`src/rtl/apb2uart.sv`:
```
// apb2uart: APB slave that serialises host register accesses into 9-bit
// UART command frames for a remote register bridge. It also collects read
// data from that bridge's read-ack frames.
// Byte format: bit0=0 is a header {0, dst[3:0], op[2:0], 0}; bit0=1 is data in [8:1].
module apb2uart #(
    parameter int TIMEOUT_CYCLES = 1250000
) (
    input  logic        clk,
    input  logic        rst_n,
    // APB slave
    input  logic        psel,
    input  logic        penable,
    input  logic [19:0] paddr,
    input  logic        pwrite,
    input  logic [31:0] pwdata,
    input  logic [3:0]  pstrb,
    input  logic [2:0]  pprot,
    output logic        pready,
    output logic [31:0] prdata,
    output logic        pslverr,
    // request stream towards UART tx
    output logic        m_axis_tvalid,
    output logic [8:0]  m_axis_tdata,
    output logic        m_axis_tlast,
    output logic        m_axis_tuser,
    input  logic        m_axis_tready,
    // response stream from UART rx
    input  logic        s_axis_tvalid,
    input  logic [8:0]  s_axis_tdata,
    input  logic        s_axis_tlast,
    input  logic        s_axis_tuser,
    output logic        s_axis_tready,
    // status
    output logic        busy,
    output logic [31:0] wr_count,
    output logic [31:0] rd_count,
    output logic [31:0] timeout_count
);

    localparam int TW = (TIMEOUT_CYCLES > 1) ? $clog2(TIMEOUT_CYCLES) : 1;
    localparam logic [TW-1:0] TMO_MAX = TW'(TIMEOUT_CYCLES - 1);

    localparam logic [2:0] OP_WRITE    = 3'd1;
    localparam logic [2:0] OP_READ     = 3'd2;
    localparam logic [2:0] OP_READ_ACK = 3'd3;

    typedef enum logic [3:0] {
        IDLE,
        TX_HDR,
        TX_ADDR0,
        TX_ADDR1,
        TX_WD0,
        TX_WD1,
        TX_WD2,
        TX_WD3,
        WAIT_ACK,
        RX0,
        RX1,
        RX2,
        RX3,
        DONE
    } state_t;

    state_t         state_q, state_d;
    logic [19:0]    paddr_q, paddr_d;
    logic           pwrite_q, pwrite_d;
    logic [31:0]    pwdata_q, pwdata_d;
    logic           tvalid_q, tvalid_d;
    logic [8:0]     tdata_q, tdata_d;
    logic           tlast_q, tlast_d;
    logic           pready_q, pready_d;
    logic           pslverr_q, pslverr_d;
    logic [31:0]    prdata_q, prdata_d;
    logic           busy_q, busy_d;
    logic [TW-1:0]  tmo_q, tmo_d;
    logic [31:0]    wr_count_q, wr_count_d;
    logic [31:0]    rd_count_q, rd_count_d;
    logic [31:0]    timeout_count_q, timeout_count_d;

    logic mfire;
    logic rx_data;
    logic rx_hdr;
    logic ack_hdr;
    logic tmo_hit;

    // Inputs that carry no meaning for this bridge (full-word writes only,
    // no protection checks, rx framing is implied by the header/data bit).
    logic unused_inputs;
    assign unused_inputs = ^{pstrb, pprot, s_axis_tlast, s_axis_tuser};

    assign mfire   = tvalid_q && m_axis_tready;
    assign rx_data = s_axis_tvalid && s_axis_tdata[0];
    assign rx_hdr  = s_axis_tvalid && !s_axis_tdata[0];
    assign ack_hdr = rx_hdr && (s_axis_tdata[3:1] == OP_READ_ACK)
                     && (s_axis_tdata[7:4] == paddr_q[19:16]);
    assign tmo_hit = (tmo_q == TMO_MAX);

    // Next-state, stream byte sequencing, response capture and counters.
    always_comb begin
        state_d         = state_q;
        paddr_d         = paddr_q;
        pwrite_d        = pwrite_q;
        pwdata_d        = pwdata_q;
        tvalid_d        = tvalid_q;
        tdata_d         = tdata_q;
        tlast_d         = tlast_q;
        pready_d        = 1'b0;
        pslverr_d       = 1'b0;
        prdata_d        = prdata_q;
        tmo_d           = tmo_q;
        wr_count_d      = wr_count_q;
        rd_count_d      = rd_count_q;
        timeout_count_d = timeout_count_q;

        case (state_q)
            IDLE: begin
                // Only a setup phase starts a transfer; late rx bytes are dropped.
                if (psel && !penable) begin
                    paddr_d  = paddr;
                    pwrite_d = pwrite;
                    pwdata_d = pwdata;
                    state_d  = TX_HDR;
                    tvalid_d = 1'b1;
                    tlast_d  = 1'b0;
                    tdata_d  = {1'b0, paddr[19:16], (pwrite ? OP_WRITE : OP_READ), 1'b0};
                end
            end
            TX_HDR: begin
                if (mfire) begin
                    state_d = TX_ADDR0;
                    tdata_d = {paddr_q[7:0], 1'b1};
                end
            end
            TX_ADDR0: begin
                if (mfire) begin
                    state_d = TX_ADDR1;
                    tdata_d = {paddr_q[15:8], 1'b1};
                    tlast_d = !pwrite_q;
                end
            end
            TX_ADDR1: begin
                if (mfire) begin
                    if (pwrite_q) begin
                        state_d = TX_WD0;
                        tdata_d = {pwdata_q[7:0], 1'b1};
                    end else begin
                        // Request fully sent: arm the ack timeout from zero.
                        state_d  = WAIT_ACK;
                        tvalid_d = 1'b0;
                        tlast_d  = 1'b0;
                        tmo_d    = '0;
                    end
                end
            end
            TX_WD0: begin
                if (mfire) begin
                    state_d = TX_WD1;
                    tdata_d = {pwdata_q[15:8], 1'b1};
                end
            end
            TX_WD1: begin
                if (mfire) begin
                    state_d = TX_WD2;
                    tdata_d = {pwdata_q[23:16], 1'b1};
                end
            end
            TX_WD2: begin
                if (mfire) begin
                    state_d = TX_WD3;
                    tdata_d = {pwdata_q[31:24], 1'b1};
                    tlast_d = 1'b1;
                end
            end
            TX_WD3: begin
                if (mfire) begin
                    state_d    = DONE;
                    tvalid_d   = 1'b0;
                    tlast_d    = 1'b0;
                    pready_d   = 1'b1;
                    wr_count_d = wr_count_q + 32'd1;
                end
            end
            WAIT_ACK, RX0, RX1, RX2, RX3: begin
                tmo_d = tmo_hit ? tmo_q : tmo_q + TW'(1);
                if (tmo_hit) begin
                    // Timeout wins over any byte arriving in the same cycle.
                    state_d         = DONE;
                    pready_d        = 1'b1;
                    pslverr_d       = 1'b1;
                    prdata_d        = '0;
                    timeout_count_d = timeout_count_q + 32'd1;
                end else if (state_q == WAIT_ACK) begin
                    if (ack_hdr) begin
                        state_d = RX0;
                    end
                end else if (rx_data) begin
                    prdata_d = {s_axis_tdata[8:1], prdata_q[31:8]};
                    case (state_q)
                        RX0:     state_d = RX1;
                        RX1:     state_d = RX2;
                        RX2:     state_d = RX3;
                        default: begin
                            state_d    = DONE;
                            pready_d   = 1'b1;
                            rd_count_d = rd_count_q + 32'd1;
                        end
                    endcase
                end else if (rx_hdr) begin
                    // A fresh ack restarts the payload; anything else resyncs.
                    state_d = ack_hdr ? RX0 : WAIT_ACK;
                end
            end
            DONE: begin
                state_d = IDLE;
            end
            default: begin
                state_d  = IDLE;
                tvalid_d = 1'b0;
                tlast_d  = 1'b0;
            end
        endcase

        busy_d = (state_d != IDLE);
    end

    // State and output registers; reset drops any frame in flight.
    always_ff @(posedge clk) begin
        if (!rst_n) begin
            state_q         <= IDLE;
            paddr_q         <= '0;
            pwrite_q        <= 1'b0;
            pwdata_q        <= '0;
            tvalid_q        <= 1'b0;
            tdata_q         <= '0;
            tlast_q         <= 1'b0;
            pready_q        <= 1'b0;
            pslverr_q       <= 1'b0;
            prdata_q        <= '0;
            busy_q          <= 1'b0;
            tmo_q           <= '0;
            wr_count_q      <= '0;
            rd_count_q      <= '0;
            timeout_count_q <= '0;
        end else begin
            state_q         <= state_d;
            paddr_q         <= paddr_d;
            pwrite_q        <= pwrite_d;
            pwdata_q        <= pwdata_d;
            tvalid_q        <= tvalid_d;
            tdata_q         <= tdata_d;
            tlast_q         <= tlast_d;
            pready_q        <= pready_d;
            pslverr_q       <= pslverr_d;
            prdata_q        <= prdata_d;
            busy_q          <= busy_d;
            tmo_q           <= tmo_d;
            wr_count_q      <= wr_count_d;
            rd_count_q      <= rd_count_d;
            timeout_count_q <= timeout_count_d;
        end
    end

    assign pready        = pready_q;
    assign pslverr       = pslverr_q;
    assign prdata        = prdata_q;
    assign m_axis_tvalid = tvalid_q;
    assign m_axis_tdata  = tdata_q;
    assign m_axis_tlast  = tlast_q;
    assign m_axis_tuser  = 1'b0;
    assign s_axis_tready = 1'b1;
    assign busy          = busy_q;
    assign wr_count      = wr_count_q;
    assign rd_count      = rd_count_q;
    assign timeout_count = timeout_count_q;

endmodule
```
`config.mk`:
```
export PLATFORM = sky130hd
export DESIGN_NAME = apb2uart
export DESIGN_NICKNAME = d
export VERILOG_FILES = /design/src/rtl/apb2uart.sv
export SDC_FILE = /design/constraint.sdc
export NUM_CORES = 1
export LEC_CHECK = 0
export CAP_MARGIN = 20
export CORE_ASPECT_RATIO = 0.8
export CORE_MARGIN = 3
export CORE_UTILIZATION = 57
export CTS_BUF_LIST = sky130_fd_sc_hd__clkbuf_4 sky130_fd_sc_hd__clkbuf_8
export DETAILED_ROUTE_END_ITERATION = 16
export HOLD_SLACK_MARGIN = 0.05
export PLACE_DENSITY_LB_ADDON = 0.15
export SETUP_SLACK_MARGIN = 0.05
export SYNTH_ARGS = -nofsm -noshare
export SYNTH_HDL_FRONTEND = slang
export SYNTH_SLANG_ARGS = --single-unit
export TNS_END_PERCENT = 1
```
`constraint.sdc`:
```
create_clock -name clk -period 6.3 [get_ports clk]
set_input_delay 0.63 -clock clk [delete_from_list [all_inputs] [get_ports clk]]
set_output_delay 0.63 -clock clk [all_outputs]
set_load 0.01 [all_outputs]
```
# --- Yosys cells after proc, flatten, opt, wreduce, memory -nomap -nowiden ---
# Index checks and enable logic that the tools add are counted.
word_totals:
  elab_cells: 130
  mem_count: 0
  out_inout_bits: 144
  inputBits: 77
  latchBits: 0
  ff_bits: 220
  mem_bits_ro: 0
  ramBits: 0
classes:
  div_mod_pow: 0
  muxes: 50
  magnitude_cmp: 0
  n_addsub: 4
  n_bitwise: 5
  n_shift: 0
  n_eq_ne: 28
  multipliers: 0
  n_reduce_logical: 28
ops:
  columns: ["cell", "n"]
  rows:
  - ["32-bit by 1-bit adder with 32-bit output (second input constant)", 3]
  - ["32-bit 2-to-1 mux", 3]
  - ["9-bit 2-to-1 mux", 8]
  - ["21-bit 2-to-1 mux", 3]
  - ["9-bit one-hot mux with 7 select lines", 1]
  - ["4-bit 2-to-1 mux", 14]
  - ["21-bit one-hot mux with 2 select lines", 1]
  - ["4-bit one-hot mux with 9 select lines", 1]
  - ["4-bit equality test (second input constant)", 6]
  - ["2-bit inequality test (second input constant)", 12]
  - ["21-bit by 1-bit adder with 21-bit output (second input constant)", 1]
  - ["21-bit equality test (second input constant)", 1]
  - ["4-bit by 3-bit equality test with 1-bit output (second input constant)", 4]
  - ["1-bit 2-to-1 mux", 14]
  - ["11-bit OR reduction", 1]
  - ["5-bit AND reduction", 2]
  - ["3-bit one-hot mux with 3 select lines", 1]
  - ["9-bit AND reduction", 1]
  - ["9-bit OR reduction", 1]
  - ["4-bit by 2-bit equality test with 1-bit output (second input constant)", 2]
  - ["2-bit AND reduction", 4]
  - ["7-bit AND reduction", 1]
  - ["7-bit nonzero test", 1]
  - ["1-bit logical AND", 6]
  - ["16 further kinds", 23]

# --- Logic depth before layout (Yosys ltp) ---
# Gate-level depths: netlist of run 1.
logic_depth:
  depth_word: 11
  mapped_depth: 8
  ltp_nobuf: 6

# --- Least setup slack after synthesis of run 1 ---
# No wires, ideal clock.
synth_path:
  path_type: "reg2reg"
  start: "register tmo_q[10]"
  end: "register rd_count_q[22], in the netlist rd_count[22]"
  required_time_ps: 6181
  t_arrival_ps: 2080
  setup_time_ps: 119
  stages_incl_launch_ff: 8
  slack_ps: 4101
  path_buffers: 2
  period_less_slack_ps: 2199
  cell_sequence: "dfxtp_1 > or4_4 > or4_4 > buf_6 > o2111ai_2 > buf_4 > nor4_1 > o21bai_1"
synth_via:
  elab_chain_len: 3
synth_lines:
  columns: ["element", "line", "text"]
  rows:
  - ["start: declaration", "75", "logic [TW-1:0] tmo_q, tmo_d;"]
  - ["start signal: assignment", "256", "tmo_q <= tmo_d;"]
  - ["21-bit equality test", "96", "assign tmo_hit = (tmo_q == TMO_MAX);"]
  - ["1-bit NOT (no line)", null, null]
  - ["5-bit AND reduction (no line)", null, null]
  - ["end signal: assignment", "258", "rd_count_q <= rd_count_d;"]
  - ["end: declaration", "77", "logic [31:0] rd_count_q, rd_count_d;"]
# Every way passes these cells.
# A chain may end at the register's enable or synchronous reset.

# --- Final worst setup path of run 1 ---
layout_path:
  start: "register state_q[0]"
  end: "register tmo_q[20]"
layout_via:
  elab_chain_len: 4
  word_cells_on_any_way: 13
  classes_between: "9 x eq/ne; 1 x mux; 3 x reduce/logical"
layout_lines:
  columns: ["element", "line", "text"]
  rows:
  - ["start: declaration", "64", "state_t state_q, state_d;"]
  - ["start signal: assignment", "245", "state_q <= state_d;"]
  - ["4-bit equality test", "115", "case (state_q)"]
  - ["5-bit OR reduction", null, null]
  - ["2-bit inequality test (no line) / 2-bit nonzero test (equally long branches)", null, null]
  - ["4-bit AND reduction (no line)", null, null]
# Parallel ways exist; a longest one is shown, timed or not.

==> summary.md, run 1 <==
| Metric | Value |
|---|---|
| H-tree Lvls | 2 |
| Drt first-iter violations | 700 |
| IO Count | 221 |
| Synth top area share | 0.435 |
| WHS Path Cells | 2 |
| Period utilization | 0.500 |
| Final std cells w/o fill | 1655 |
| Unique cell type count in the Yosys netlist | 74 |
| Worst hold path endpoint | paddr_q[10] |
| Post-synthesis compound-gate area fraction | 0.185 |
| Hold Startpoint | paddr_q[10] |
| Nets | 1495 |
| Met3 wire len | 1770 um |
| Grt ovf | 0 |
| Residual DRC | 0 |
| Post-synthesis adder-cell area fraction | 0.00495 |
| Pwr Density | 221 nW/um^2 |
| Seq/Total Area, Yosys | 0.435 |
| Layout cell share with drive strength beyond 1 | 0.0725 |
| # setup viols final | 0 |
| Pleak | 4.32 nW |
| XOR/XNOR Fraction of Synth Area | 0.0398 |
| Worst clock skew | 30.5 ps |
| VDD IR-drop max | 179 uV |
| Num CTS Buffers | 36 |
| Max FO, Critical Path | 31 |
| Initial DRT Pass Iterations | 5 |
| Worst Hold Class | reg -> reg |
| Seq cells post-synth | 220 |
| Yosys warnings | 0 |
| Max Clk Rate | 318 MHz |
| Fillers | 1280 |
| Fin util | 0.763 |
| Final hold vios | 0 |
| Initial antenna violation count | 0 |
| Max-slew violations | 0 |
| First-pass GRT wire length | 43300 um |
| Mean post-synth cell area | 8.17 um^2 |
| Clock slew at reported path FFs | 60 ps |
| Synth top area cells | dfxtp_1 (44%), nand2_1 (8.6%), a21oi_1 (5.3%) |
| Fin Hold WS | 452 ps |
| DIE HEIGHT | 125 um |
| Clock sinks | 220 |
| Mapped Nets | 1319 |
| R2R Path End | tmo_q[20] |
| Minimum clock period | 3150 ps |
| Port-buffer cells | 209 |
| FFs w/ async S/R, synth | 0 |
| DR top layer | met4 |
| Post-CTS Setup Repair Bufs | 0 |
| R2R Setup Slk | 3150 ps |
| Crit Path Category | reg -> reg |
| Placed Area | 12200 um^2 |
| Unrepaired setup endpoints after global routing | no |
| Setup crit start kind | register |
| Slew HR | 0.326 |
| Most common cell in the netlist | nand2_1 |
| Met1 wire length | 12200 um |
| Met2 Wirelength | 12500 um |
| Final setup TNS | 0 ps |
| Clk buf depth | 3 |
| Post-Syn Area | 10100 um^2 |
| Design Area, Final | 12900 um^2 |
| Skew-Pair Late Insertion Delay | 520 ps |
| Max-cap violations | 0 |
| Slew @ Worst Pin | 1010 ps |
| Post-Route WL | 27000 um |
| Status | finished, final reports clean |
| Mux contribution to synthesized area | 0.0226 |
| Setup ws final | 3150 ps |
| Die W | 155 um |
| Avg WL per Cell | 16.3 um |
| Die ar. | 19400 um^2 |
| Worst slack, placed | 3200 ps |
| Largest family of logic cells by synthesized area | simple AND/OR/NAND/NOR gates |
| Clk Tree Root Cell | clkbuf_8 |
| Post-synthesis simple-gate area fraction | 0.269 |
| Vias per cell | 5.86 |
| Post-CTS resize count | 0 |
| Placed instance count | 1596 |
| Largest net degree at the start of global routing | 97 |
| Placer Congestion | 0.855 |
| DP Wirelength | 18400 um |
| Yosys top cell by area | dfxtp_1 |
| Reg2reg start | state_q[0] |
| Tot GR Track Use | 0.264 |
| Hold_buf cts | 0 |
| Ys flop type | dfxtp_1 |
| Crit path DAT | 3580 ps |
| Post-route ant nets | 0 |
| Vias | 9694 |
| Post-synth top cells | nand2_1 (231), dfxtp_1 (220), a21oi_1 (108) |
| CTS tree | built |
| FP Rows | 42 |
| Crit path required time | 6730 ps |
| Initial Util | 0.596 |
| N_diodes | 0 |
| Number of global-route vias before repair | 8651 |
| Post-synth EDFFs | 0 |
| Element type at the critical path end | register |
| Core area | 17000 um^2 |
| Power Total | 2.86 mW |
| Post-Syn Instances | 1238 |
| R2r worst-path depth | 5 |
| Synthesis-to-finish area growth | 27.9% |
-- placed cells by master (no fill, tap or decap), drive strengths merged, types with 4 or more instances in the layout --
cell and instances:
inv 22, nor2b 9, and4 6, or2 4, nor2 80, nor4 17, buf 10, o31ai 18
nor3 17, o22ai 36, mux2 7, xnor2 16, xor2 30, o21a 5, and3 17, or3 30
o21ai 45, o2111ai 8, nand2b 21, o211ai 13, a2111o 4, dfxtp 220, nand4 40, clkdlybuf4s50 208
and2 11, or4 20, a31oi 6, ha 4, o21bai 8, a21oi 110, nand2 231, a22oi 5
nand3 43, clkbuf 57, a221oi 4, mux2i 15
-- routing by layer --
layer  up-vias  GRT usage
met5         -          0
met4         0     0.0758
met3        41     0.0504
met2       333      0.414
met1      4537      0.374
li1       4783          -
-- state kept, by name, summed over array words and instances, names as in the netlist, 4 cells and up --
register / cells
prdata: 32
pwdata_q: 32
rd_count: 32
timeout_count: 32
wr_count: 32
tmo_q: 21
paddr_q: 20
m_axis_tdata: 9
state_q: 4
-- worst max path at each step --
| stage | from | endpoint |
|---|---|---|
| 2_1_floorplan | tmo_q[10] | rd_count[22] |
| 3_3_place_gp | m_axis_tready | tmo_q[17] |
| 3_5_place_dp | m_axis_tready | tmo_q[13] |
| 4_1_cts | state_q[0] | tmo_q[20] |
| 5_1_grt | state_q[0] | tmo_q[20] |
| 6_report | state_q[0] | tmo_q[20] |
-- where the power goes --
part	internal (mW)	switching (mW)
Sequential	1.41	0.0157
Clock	0.721	0.545
Combinational	0.0750	0.0851
Total	2.21	0.645
-- worst max-delay path: stages, from the launching register on --
cell	delay, ps
dfxtp_1	980
nand4_1	560
o2bb2ai_1	470
o311ai_4	300
or4_1	580
a21oi_2	160
-- cell type report --
cell class / instances / area [um^2] / share of cell area
inverter: 22 / 85.1 / 0.00657
clock inverter: 2 / 10.0 / 0.000773
tap: 220 / 275 / 0.0213
multi-input combinational: 916 / 5290 / 0.409
clock buffer: 57 / 722 / 0.0558
timing repair buffer: 218 / 2150 / 0.166
sequential: 220 / 4400 / 0.340
-- kinds of logic (layout without fill, tap and decap cells) --
family | count (synthesis) | count (layout)
simple gates | 552 | 552
xor+xnor | 46 | 46
flops | 220 | 220
compound gates | 290 | 290
fa+ha+maj | 4 | 4
mux | 22 | 22
buf+inv | 102 | 299
other cells | 2 | 2
Power figures use the tool's default switching activity.
==> run 2, diff against run 1 <==
--- a/config.mk
+++ b/config.mk
@@ -8,7 +8,7 @@
 export CAP_MARGIN = 20
 export CORE_ASPECT_RATIO = 0.8
 export CORE_MARGIN = 3
-export CORE_UTILIZATION = 57
+export CORE_UTILIZATION = 53
 export CTS_BUF_LIST = sky130_fd_sc_hd__clkbuf_4 sky130_fd_sc_hd__clkbuf_8
 export DETAILED_ROUTE_END_ITERATION = 16
 export HOLD_SLACK_MARGIN = 0.05
==> constraint.sdc (replaced) <==
create_clock -name clk -period 2.9 [get_ports clk]
set_input_delay 0.29 -clock clk [delete_from_list [all_inputs] [get_ports clk]]
set_output_delay 0.29 -clock clk [all_outputs]
set_load 0.01 [all_outputs]
==> run 2 against run 1 <==
Register-to-register slack lost 2900 ps. Maximum frequency increased by 20%. Hold slack got worse by 260 ps. Cell count up 3.4%. Sequential power rose by 120%. Combinational power is 130% higher. Critical path type unchanged. Design area is 1.9% higher. Sequential share of layout area fell by 0.65 points.
==> summary.md, run 2 (synthesis results as in run 1) <==
| Metric | Value |
|---|---|
| Layout cell share with drive strength beyond 1 | 0.0877 |
| DP Wirelength | 19600 um |
| Minimum clock period | 2620 ps |
| Initial DRT Pass Iterations | 5 |
| Final setup TNS | 0 ps |
| Crit Path Category | reg -> reg |
| Clock slew at reported path FFs | 60 ps |
| R2R Path End | tmo_q[18] |
| Post-CTS Setup Repair Bufs | 0 |
| Tot GR Track Use | 0.259 |
| Die ar. | 20800 um^2 |
| CTS tree | built |
| IO Count | 221 |
| Post-route ant nets | 0 |
| Core area | 18400 um^2 |
| Hold_buf cts | 0 |
| Most common cell after layout, fill and taps aside | nand2_1 |
| Nets | 1517 |
| Largest net degree at the start of global routing | 72 |
| Worst clock skew | 15.6 ps |
| Pwr Density | 473 nW/um^2 |
| Slew @ Worst Pin | 725 ps |
| Post-CTS resize count | 0 |
| Leading cell types in the layout, fill and taps excluded | nand2_1 (231), dfxtp_1 (220), clkdlybuf4s50_1 (208), a21oi_1 (107), nor2_1 (80) |
| Initial antenna violation count | 0 |
| Max-slew violations | 0 |
| Synthesis-to-finish area growth | 30.4% |
| N_diodes | 0 |
| Unrepaired setup endpoints after global routing | no |
| # setup viols final | 0 |
| DIE HEIGHT | 130 um |
| Clock sinks | 220 |
| Placer Congestion | 0.869 |
| Clk Tree Root Cell | clkbuf_8 |
| Vias per cell | 5.69 |
| H-tree Lvls | 2 |
| Max-cap violations | 0 |
| Residual DRC | 0 |
| Hold Startpoint | rst_n |
| Slew HR | 0.516 |
| Area of the multi-input gates | 5290 um^2 |
| Num CTS Buffers | 36 |
| Register Area | 4400 um^2 |
| Clk buf depth | 3 |
| Worst Hold Class | in -> reg |
| Post-Route WL | 28100 um |
| Initial Util | 0.549 |
| Worst hold path endpoint | rd_count[25] |
| Status | finished, final reports clean |
| Period utilization | 0.904 |
| Pleak | 4.44 nW |
| R2R Setup Slk | 280 ps |
| Reg2reg start | tmo_q[10] |
| Avg WL per Cell | 16.4 um |
| Max FO, Critical Path | 18 |
| Element type at the critical path end | register |
| First-pass GRT wire length | 45100 um |
| Vias | 9743 |
| Placed instance count | 1651 |
| Die W | 160 um |
| Grt ovf | 0 |
| Setup crit start kind | register |
| Skew-Pair Late Insertion Delay | 530 ps |
| Max Clk Rate | 381 MHz |
| Crit path required time | 3300 ps |
| FP Rows | 44 |
| Fillers | 1500 |
| Final hold vios | 0 |
| Final std cells w/o fill | 1712 |
| VDD IR-drop max | 295 uV |
| Drt first-iter violations | 757 |
| Crit path DAT | 3030 ps |
| WHS Path Cells | 2 |
| Port-buffer cells | 209 |
| Number of global-route vias before repair | 8930 |
| R2r worst-path depth | 5 |
## run 2: routing by layer
layer,global-route usage,wire (um),up-vias,share of wire
met4,0.0709,503,0,0.018
met2,0.414,12700,284,0.45
met3,0.0531,1760,36,0.063
met1,0.361,13100,4597,0.47
met5,0,0,-,0
li1,-,-,4826,-
## run 2: through the flow
| stage | area (um^2) | hold slack, ps | worst slack [ps] | util | power, mW |
|---|---|---|---|---|---|
| floorplan | 10100 | 426 | 701 | - | 3.34 |
| global placement | 12500 | 440 | 357 | 0.675 | 3.52 |
| detailed placement | 12500 | 444 | 306 | 0.675 | 3.53 |
| CTS | 13200 | 172 | 290 | 0.715 | 6.30 |
| global route | 13200 | 185 | 68.3 | 0.715 | 6.48 |
| finish | 13200 | 191 | 279 | 0.715 | 6.25 |
## run 2: how the worst max path moves through the flow
stage,cells past startpoint,from,end
3_5_place_dp,5,tmo_q[10],tmo_q[18]
3_3_place_gp,5,tmo_q[10],tmo_q[20]
6_report,5,tmo_q[10],tmo_q[18]
4_1_cts,5,tmo_q[10],tmo_q[18]
2_1_floorplan,7,tmo_q[10],rd_count[22]
5_1_grt,7,state_q[0],wr_count[30]
## run 2: worst max-delay path, stage by stage (launching register included)
cell and delay (ps):
dfxtp_1 360, or4_4 580, or4_4 600, o311ai_4 680, or4_1 220, a21oi_2 50
## run 2: final cells by class
type / instances / area share
clock inverter: 5 / 0.00275
timing repair buffer: 240 / 0.179
clock buffer: 56 / 0.0532
inverter: 22 / 0.00645
tap: 253 / 0.0240
sequential: 220 / 0.334
multi-input combinational: 916 / 0.401
## run 2: power by group
part	internal (mW)	switching (mW)	leakage [nW]	total (mW)
combinational	0.170	0.193	2.27	0.363
clock	1.55	1.23	0.396	2.78
sequential	3.07	0.0345	1.78	3.11
==> run 3, diff against run 2 <==
--- a/config.mk
+++ b/config.mk
@@ -6,7 +6,6 @@
 export NUM_CORES = 1
 export LEC_CHECK = 0
 export CAP_MARGIN = 20
-export CORE_ASPECT_RATIO = 0.8
 export CORE_MARGIN = 3
 export CORE_UTILIZATION = 53
 export CTS_BUF_LIST = sky130_fd_sc_hd__clkbuf_4 sky130_fd_sc_hd__clkbuf_8
==> run 3 against run 2 <==
Sequential power about the same. Wire length shrank 0.88%. Sequential share of layout area up 0.086 points. Register-to-register slack hardly changed. Via count up 1.2%. Maximum frequency fell by 0.25%.
==> summary.md, run 3 (synthesis results as in run 1) <==
| Metric | Value |
|---|---|
| Max-slew violations | 0 |
| Vias per cell | 5.83 |
| Clk Tree Root Cell | clkbuf_8 |
| Max-cap violations | 0 |
| DP Wirelength | 19500 um |
| N_diodes | 0 |
| DIE HEIGHT | 144 um |
| Die ar. | 20800 um^2 |
| Initial antenna violation count | 0 |
| Crit-path max cell delay | 570 ps |
| Synthesis-to-finish area growth | 30.1% |
| Avg WL per Cell | 16.5 um |
| Crit path required time | 3290 ps |
| Max FO, Critical Path | 15 |
| Skew-Pair Late Insertion Delay | 520 ps |
| CP Buf/Inv Count | 1 |
| Initial DRT Pass Iterations | 6 |
| CTS tree | built |
| Element type at the critical path end | register |
| Core area | 18300 um^2 |
| Crit-path cells | or4_4 -> or4_4 -> buf_4 -> o21ai_4 -> a211oi_1 -> mux2i_1 |
| Max Clk Rate | 381 MHz |
| Most used cell along the critical path | or4_4 |
| Drt first-iter violations | 865 |
| Crit path DAT | 3020 ps |
| VDD IR-drop max | 401 uV |
| FP Rows | 49 |
| Post-route ant nets | 0 |
| Tot GR Track Use | 0.260 |
| Worst Hold Class | in -> reg |
| Residual DRC | 0 |
| Design Area, Final | 13200 um^2 |
| Placer Congestion | 0.827 |
| Post-CTS resize count | 0 |
| Leading cell types in the layout, fill and taps excluded | nand2_1 (231), dfxtp_1 (220), clkdlybuf4s50_1 (208), a21oi_1 (107), nor2_1 (80) |
| Setup crit start kind | register |
| Period utilization | 0.906 |
| Die W | 144 um |
| Clock sinks | 220 |
| Initial Util | 0.552 |
| Port-buffer cells | 209 |
| Layout cell share with drive strength beyond 1 | 0.0896 |
| Number of global-route vias before repair | 9060 |
| CP delay by family, top | simple AND/OR/NAND/NOR gates |
| Final setup TNS | 0 ps |
| Slew HR | 0.570 |
| Clk buf depth | 3 |
| Status | finished, final reports clean |
| Minimum clock period | 2630 ps |
| H-tree Lvls | 2 |
| Hold_buf cts | 0 |
| Nets | 1517 |
| Max stage delay cell, worst path | or4_4 |
| Worst clock skew | 13.8 ps |
| Most common cell after layout, fill and taps aside | nand2_1 |
| Num CTS Buffers | 37 |
| Pwr Density | 476 nW/um^2 |
| Final hold vios | 0 |
| # setup viols final | 0 |
| Crit Path Category | reg -> reg |
| Post-CTS Setup Repair Bufs | 0 |
| Power Total | 6.26 mW |
| Placed Area | 12400 um^2 |
| Slew @ Worst Pin | 645 ps |
| Pleak | 4.44 nW |
| First-pass GRT wire length | 44900 um |
| Clock slew at reported path FFs | 70 ps |
| Vias | 9857 |
| Post-Route WL | 27900 um |
| Unrepaired setup endpoints after global routing | no |
| Grt ovf | 0 |
| Largest net degree at the start of global routing | 57 |
| IO Count | 221 |
## run 3: changes by cell type in the layout (fill, tap and decap cells not counted)
cell,before,now
buf_12,3,2
clkbuf_4,11,13
clkinvlp_4,0,1
clkinv_2,2,6
inv_6,3,0
## run 3: layout make-up
class / instances / area (um^2)
multi-input combinational: 916 / 5290
fill: 1472 / 5170
tap: 229 / 287
inverter: 22 / 85.1
clock inverter: 7 / 37.5
timing repair buffer: 239 / 2340
sequential: 220 / 4400
clock buffer: 58 / 717
## run 3: path summary, 6_finish.rpt
| kind | from | cells past startpoint | to | slack [ps] |
|---|---|---|---|---|
| worst max-delay path | tmo_q[10] | 6 | tmo_q[17] | 270 |
| worst min-delay path | paddr[2] | 3 | paddr_q[2] | 310 |
| worst max register to register | tmo_q[10] | 6 | tmo_q[17] | 270 |
| worst min register to register | pwdata_q[28] | 2 | pwdata_q[28] | 450 |
## run 3: routing by layer
| layer | wire length [um] | vias up | GRT usage |
|---|---|---|---|
| li1 | - | 4833 | - |
| met1 | 12200 | 4637 | 0.348 |
| met4 | 612 | 0 | 0.0771 |
| met5 | 0 | - | 0 |
| met2 | 13300 | 335 | 0.428 |
| met3 | 1820 | 52 | 0.0522 |
## run 3: where the power goes
part | internal, mW | switching, mW
combinational | 0.171 | 0.191
clock | 1.57 | 1.22
sequential | 3.07 | 0.0308
## run 3: through the flow
step	setup WS [ps]	std cells	hold WS, ps	utilization
final	272	1691	314	0.718
after global routing	110	1691	307	0.718
after CTS	295	1691	296	0.718
after detailed placement	298	1626	445	0.677
after global placement	366	1626	439	0.677
after floorplan	701	1238	426	-
## run 3: tightest hold or removal path, cell delays in order
cell	delay [ps]
clkdlybuf4s50_1	390
nand2_1	50
a21oi_1	50
